--- config.mk ---
export PLATFORM = sky130hd
export DESIGN_NAME = unloader_mem_reader
export DESIGN_NICKNAME = d
export VERILOG_FILES = /design/src/rtl/unloader_mem_reader.sv
export SDC_FILE = /design/constraint.sdc
export NUM_CORES = 1
export LEC_CHECK = 0
export CORE_ASPECT_RATIO = 0.75
export CORE_UTILIZATION = 50
export CTS_BUF_LIST = sky130_fd_sc_hd__clkbuf_4
export DETAILED_ROUTE_END_ITERATION = 6
export GPL_ROUTABILITY_DRIVEN = 0
export HOLD_SLACK_MARGIN = 0.1
export PLACE_DENSITY = 0.89
export SLEW_MARGIN = 20
export SYNTH_ARGS = -nofsm -noshare
export SYNTH_HDL_FRONTEND = slang
export SYNTH_SLANG_ARGS = --single-unit
--- constraint.sdc ---
create_clock -name clk_memory -period 4 [get_ports clk_memory]
set_input_delay 0.6 -clock clk_memory [delete_from_list [all_inputs] [get_ports clk_memory]]
set_output_delay 0.6 -clock clk_memory [all_outputs]
set_load 0.02 [all_outputs]
--- src/rtl/unloader_mem_reader.sv ---
// Byte reader for data_unloader: turns byte reads into 16-bit memory word requests with timeout.
// Define UNLOADER_MEM_READER_WORD_CACHE_EN to keep the last fetched word for same-word hits.
module unloader_mem_reader #(
  parameter int ADDR_WIDTH      = 28,
  parameter bit BIG_ENDIAN_WORD = 1'b0,
  parameter int TIMEOUT_CYCLES  = 255
) (
  input  logic                  clk_memory,
  input  logic                  reset_n,
  input  logic                  read_en,
  input  logic [ADDR_WIDTH-1:0] read_addr,
  output logic [7:0]            read_data,
  output logic                  read_valid,
  output logic                  busy,
  input  logic                  invalidate,
  output logic                  mem_rd,
  output logic [ADDR_WIDTH-2:0] mem_addr,
  input  logic [15:0]           mem_rd_data,
  input  logic                  mem_ack,
  output logic                  timeout,
  output logic                  overrun,
  output logic                  state_dbg
);

  // Memory handshake: mem_rd is a level held with a stable mem_addr until the
  // one-cycle mem_ack, which also qualifies mem_rd_data; acks outside REQ are ignored.
  typedef enum logic [0:0] {IDLE = 1'b0, REQ = 1'b1} state_t;

  state_t                state_q, state_d;
  logic [15:0]           cnt_q, cnt_d;
  logic                  sel_q, sel_d;
  logic                  mem_rd_d;
  logic [ADDR_WIDTH-2:0] mem_addr_d;
  logic [7:0]            read_data_d;
  logic                  read_valid_d, timeout_d, overrun_d;
  logic                  hit, fill;
  logic [15:0]           hit_word;
  logic                  req_sel;

  assign req_sel   = read_addr[0] ^ BIG_ENDIAN_WORD;
  assign busy      = (state_q == REQ);
  assign state_dbg = state_q;
  assign fill      = (state_q == REQ) && mem_ack;

`ifdef UNLOADER_MEM_READER_WORD_CACHE_EN
  logic                  cache_valid_q, cache_valid_d;
  logic [ADDR_WIDTH-2:0] cache_tag_q, cache_tag_d;
  logic [15:0]           cache_word_q, cache_word_d;

  // A coincident invalidate forces the lookup to miss.
  assign hit      = cache_valid_q && (cache_tag_q == read_addr[ADDR_WIDTH-1:1]) && !invalidate;
  assign hit_word = cache_word_q;

  always_comb begin
    cache_valid_d = cache_valid_q & ~invalidate;
    cache_tag_d   = cache_tag_q;
    cache_word_d  = cache_word_q;
    if (fill) begin
      cache_valid_d = 1'b1;
      cache_tag_d   = mem_addr;
      cache_word_d  = mem_rd_data;
    end
  end

  always_ff @(posedge clk_memory or negedge reset_n) begin
    if (!reset_n) begin
      cache_valid_q <= 1'b0;
      cache_tag_q   <= '0;
      cache_word_q  <= '0;
    end else begin
      cache_valid_q <= cache_valid_d;
      cache_tag_q   <= cache_tag_d;
      cache_word_q  <= cache_word_d;
    end
  end
`else
  logic unused_invalidate;
  assign unused_invalidate = invalidate;
  assign hit      = 1'b0;
  assign hit_word = 16'h0000;
`endif

  always_comb begin
    state_d      = state_q;
    cnt_d        = cnt_q;
    sel_d        = sel_q;
    mem_rd_d     = mem_rd;
    mem_addr_d   = mem_addr;
    read_data_d  = read_data;
    read_valid_d = 1'b0;
    timeout_d    = 1'b0;
    overrun_d    = 1'b0;
    case (state_q)
      IDLE: begin
        if (read_en) begin
          if (hit) begin
            read_valid_d = 1'b1;
            read_data_d  = req_sel ? hit_word[15:8] : hit_word[7:0];
          end else begin
            state_d    = REQ;
            mem_rd_d   = 1'b1;
            mem_addr_d = read_addr[ADDR_WIDTH-1:1];
            sel_d      = req_sel;
            cnt_d      = '0;
          end
        end
      end
      REQ: begin
        overrun_d = read_en;
        if (mem_ack) begin
          state_d      = IDLE;
          mem_rd_d     = 1'b0;
          read_valid_d = 1'b1;
          read_data_d  = sel_q ? mem_rd_data[15:8] : mem_rd_data[7:0];
        end else if (cnt_q == 16'(TIMEOUT_CYCLES - 1)) begin
          // Counter starts at 0 on the mem_rd rise, so mem_rd stays high TIMEOUT_CYCLES cycles.
          state_d      = IDLE;
          mem_rd_d     = 1'b0;
          read_valid_d = 1'b1;
          read_data_d  = 8'hFF;
          timeout_d    = 1'b1;
        end else begin
          cnt_d = cnt_q + 16'd1;
        end
      end
      default: state_d = IDLE;
    endcase
  end

  always_ff @(posedge clk_memory or negedge reset_n) begin
    if (!reset_n) state_q <= IDLE;
    else          state_q <= state_d;
  end

  always_ff @(posedge clk_memory or negedge reset_n) begin
    if (!reset_n) begin
      cnt_q      <= '0;
      sel_q      <= 1'b0;
      mem_rd     <= 1'b0;
      mem_addr   <= '0;
      read_data  <= 8'h00;
      read_valid <= 1'b0;
      timeout    <= 1'b0;
      overrun    <= 1'b0;
    end else begin
      cnt_q      <= cnt_d;
      sel_q      <= sel_d;
      mem_rd     <= mem_rd_d;
      mem_addr   <= mem_addr_d;
      read_data  <= read_data_d;
      read_valid <= read_valid_d;
      timeout    <= timeout_d;
      overrun    <= overrun_d;
    end
  end

endmodule

==> summary.txt <==
total congestion overflow = 0
Die Span Y = 64.3 microns
worst rel slew slack = 36.2%
class of the worst hold path = primary input to async pin
pre-CTS setup slack = 1.56 ns
Worst Setup SP = busy
number of CTS-inserted buffers = 9
worst path required time = 3.40 ns
final worst-path cycle share = 60.6%
clk sinks = 57
share of layout cells above drive strength 1 = 9.70%
TritonRoute pass-1 iters = 5
post-synthesis register bit count = 57
TritonCTS clock tree = done
number of global-route vias before repair = 2209
clock skew = 0.0129 ns
gr usage total = 24.8%
total power = 1.73 mW
Max clock buf depth = 2
VDD IR max = 0.305 mV
core footprint = 4930 sq um
IO buf count = 88
Worst-path clk slew = 0.09 ns
Mapped Cells = 268
max-cap violation count = 0
gr busiest metal = met2
total negative slack = 0 ns
final setup violation count = 0
Rows = 22
Post-Syn Area per Cell = 9.65 sq um
slowest cell delay on critical path = 0.72 ns
Slew Limit Fails = 0
reg2reg start = busy
# diodes = 0
die width = 85.0 microns
sequential-to-total area share from yosys stat = 55.2%
initial antenna violation count = 0
crit path launch type = flip-flop
met1 usage = 30.6%
fin nets = 408
grt met2 use = 39.2%
number of synthesized flops with an enable pin = 0
ys async rst share = 100%
WL/cell = 14.7 microns
Distinct cells, synth = 43
antenna viol nets, final = 0
Worst-Margin Slew = 0.957 ns
PostCTS Resize Cnt = 0
Boundary Pins = 90
CTS Hold Buffers Added = 0
met3 GRT Util = 9.30%
RSZ-0062 raised after global routing = false
final wirelength = 6200 microns
largest net degree at the start of global routing = 45
CTS Root Buffer Type = clkbuf_4
status = finished, final reports clean
Top delay family on crit path = flip-flops
CTS HTree Levels = 3
Synth Cell Area = 2590 sq um
critical-path cell list = clkdlybuf4s50_1
Final Hold Fails = 0
Warnings, synthesis = 0
crit path DAT = 1.82 ns
crit-path max FO = 19
Worst Path Buf+Inv = 1
Final WS setup = 1.58 ns
vias per inst = 5.39
initial DRC count = 157
detailed placement HPWL = 4290 microns
global-route wire length before repair = 10200 microns
FILL cells = 352
multi-input logic area = 1080 sq um
Crit Path Class = flip-flop to output port
crit path time final = 2.42 ns
Syn Nets = 319
flip-flop and latch area = 1430 sq um
initial cell density of the core = 52.5%
die area = 5470 sq um
Worst path slowest cell = dfrtp_1
residual DRC count = 0
Worst setup EP type = output port
post-CTS setup buffer count = 0
static leakage = 1.70 nW
Synth Flop Type = dfrtp_1
Area Overhead vs Synth = 40.9%
pwr/cell area = 474 nW/um^2
clock latency at the later pin of the worst-skew pair = 0.40 ns
vias = 2269
Final Core Density = 73.9%
fmax = 413 MHz
## cells by family after synthesis
logic type	after synthesis	share of synthesized area [%]
compound gates	28	6.87
xor+xnor	2	0.677
fa+ha+maj	2	0.967
buf+inv	18	3.24
flops	57	55.2
mux	15	5.81
simple gates	146	27.3
## power by group
group	switching [mW]	internal [mW]	leakage (nW)	total, mW
clock network	0.201	0.251	0.0790	0.453
logic	0.265	0.260	0.904	0.525
registers	0.0782	0.670	0.717	0.748
## cell usage after synthesis, types with 2 or more instances
cell	n	area share, %
nand2_1	99	14
nor2_2	9	2.2
xor2_1	2	0.68
dfrtp_1	57	55
ha_1	2	0.97
and4_1	2	0.68
and3_1	4	0.97
buf_4	2	0.58
and2_1	2	0.48
buf_1	2	0.29
nand3_1	12	2.3
clkbuf_1	7	1.0
a21oi_1	4	0.77
o21ai_1	7	1.4
mux2i_1	15	5.8
a31oi_1	8	1.9
nand4_1	2	0.48
nor3_1	2	0.39
nor3_2	2	0.77
inv_1	5	0.73
## path summary, 6_finish.rpt
kind	end	slack (ns)	cells past startpoint
worst max-delay path	busy	1.58	1
min in group clk_memory	mem_addr[17]	0.48	2
worst max register to register	cnt_q[3]	1.80	5
worst min register to register	mem_addr[17]	0.48	2
max in group asynchronous	read_data[4]	2.90	2
worst min-delay path	cnt_q[14]	0.35	1
## cell usage in the layout (no fill, tap or decap), drive strengths merged, types with 2 or more instances in the layout
| cell | n |
|---|---|
| clkbuf | 10 |
| and3 | 4 |
| nand4 | 3 |
| nor2 | 11 |
| nand2 | 100 |
| inv | 5 |
| nand3 | 12 |
| a31oi | 8 |
| clkdlybuf4s50 | 87 |
| xor2 | 2 |
| ha | 2 |
| and2 | 2 |
| nor4b | 2 |
| and4 | 3 |
| mux2i | 15 |
| dfrtp | 57 |
| nor3 | 4 |
| buf | 4 |
| a21oi | 5 |
| clkinv | 3 |
| o21ai | 7 |
| bufinv | 2 |
## flip-flops by register name, summed over array words and instances (netlist names)
register and flops:
overrun 1, mem_rd 1, mem_addr 27, busy 1, read_data 8, timeout 1
read_valid 1, sel_q 1, cnt_q 16
## per-stage QoR
step,area [sq um],hold slack [ns],std cells
after floorplan,2590,0.304,268
after global placement,3500,0.456,406
after detailed placement,3500,0.464,406
after CTS,3640,0.356,421
after global routing,3640,0.390,421
final,3640,0.349,421
## per-layer routing
metal / wire length (microns) / vias to the layer above
li1: - / 1080
met1: 2670 / 1063
met2: 2860 / 107
met3: 544 / 19
met4: 125 / 0
met5: 0 / -
## cell type report
class / count / share of cell area, %
Tap cell: 60 / 2.06
Sequential cell: 57 / 39.1
Clock inverter: 5 / 1.96
Multi-Input combinational cell: 193 / 29.6
Timing Repair Buffer: 91 / 24.7
Inverter: 5 / 0.515
Clock buffer: 10 / 2.06
## worst reg2reg max path, cell delays in order, from the launching register on
cell and delay (ns):
dfrtp_1 0.72, inv_1 0.25, nand2_1 0.61, buf_4 0.34
o211ai_1 0.12, o31ai_1 0.08
Power figures use the tool's default switching activity.
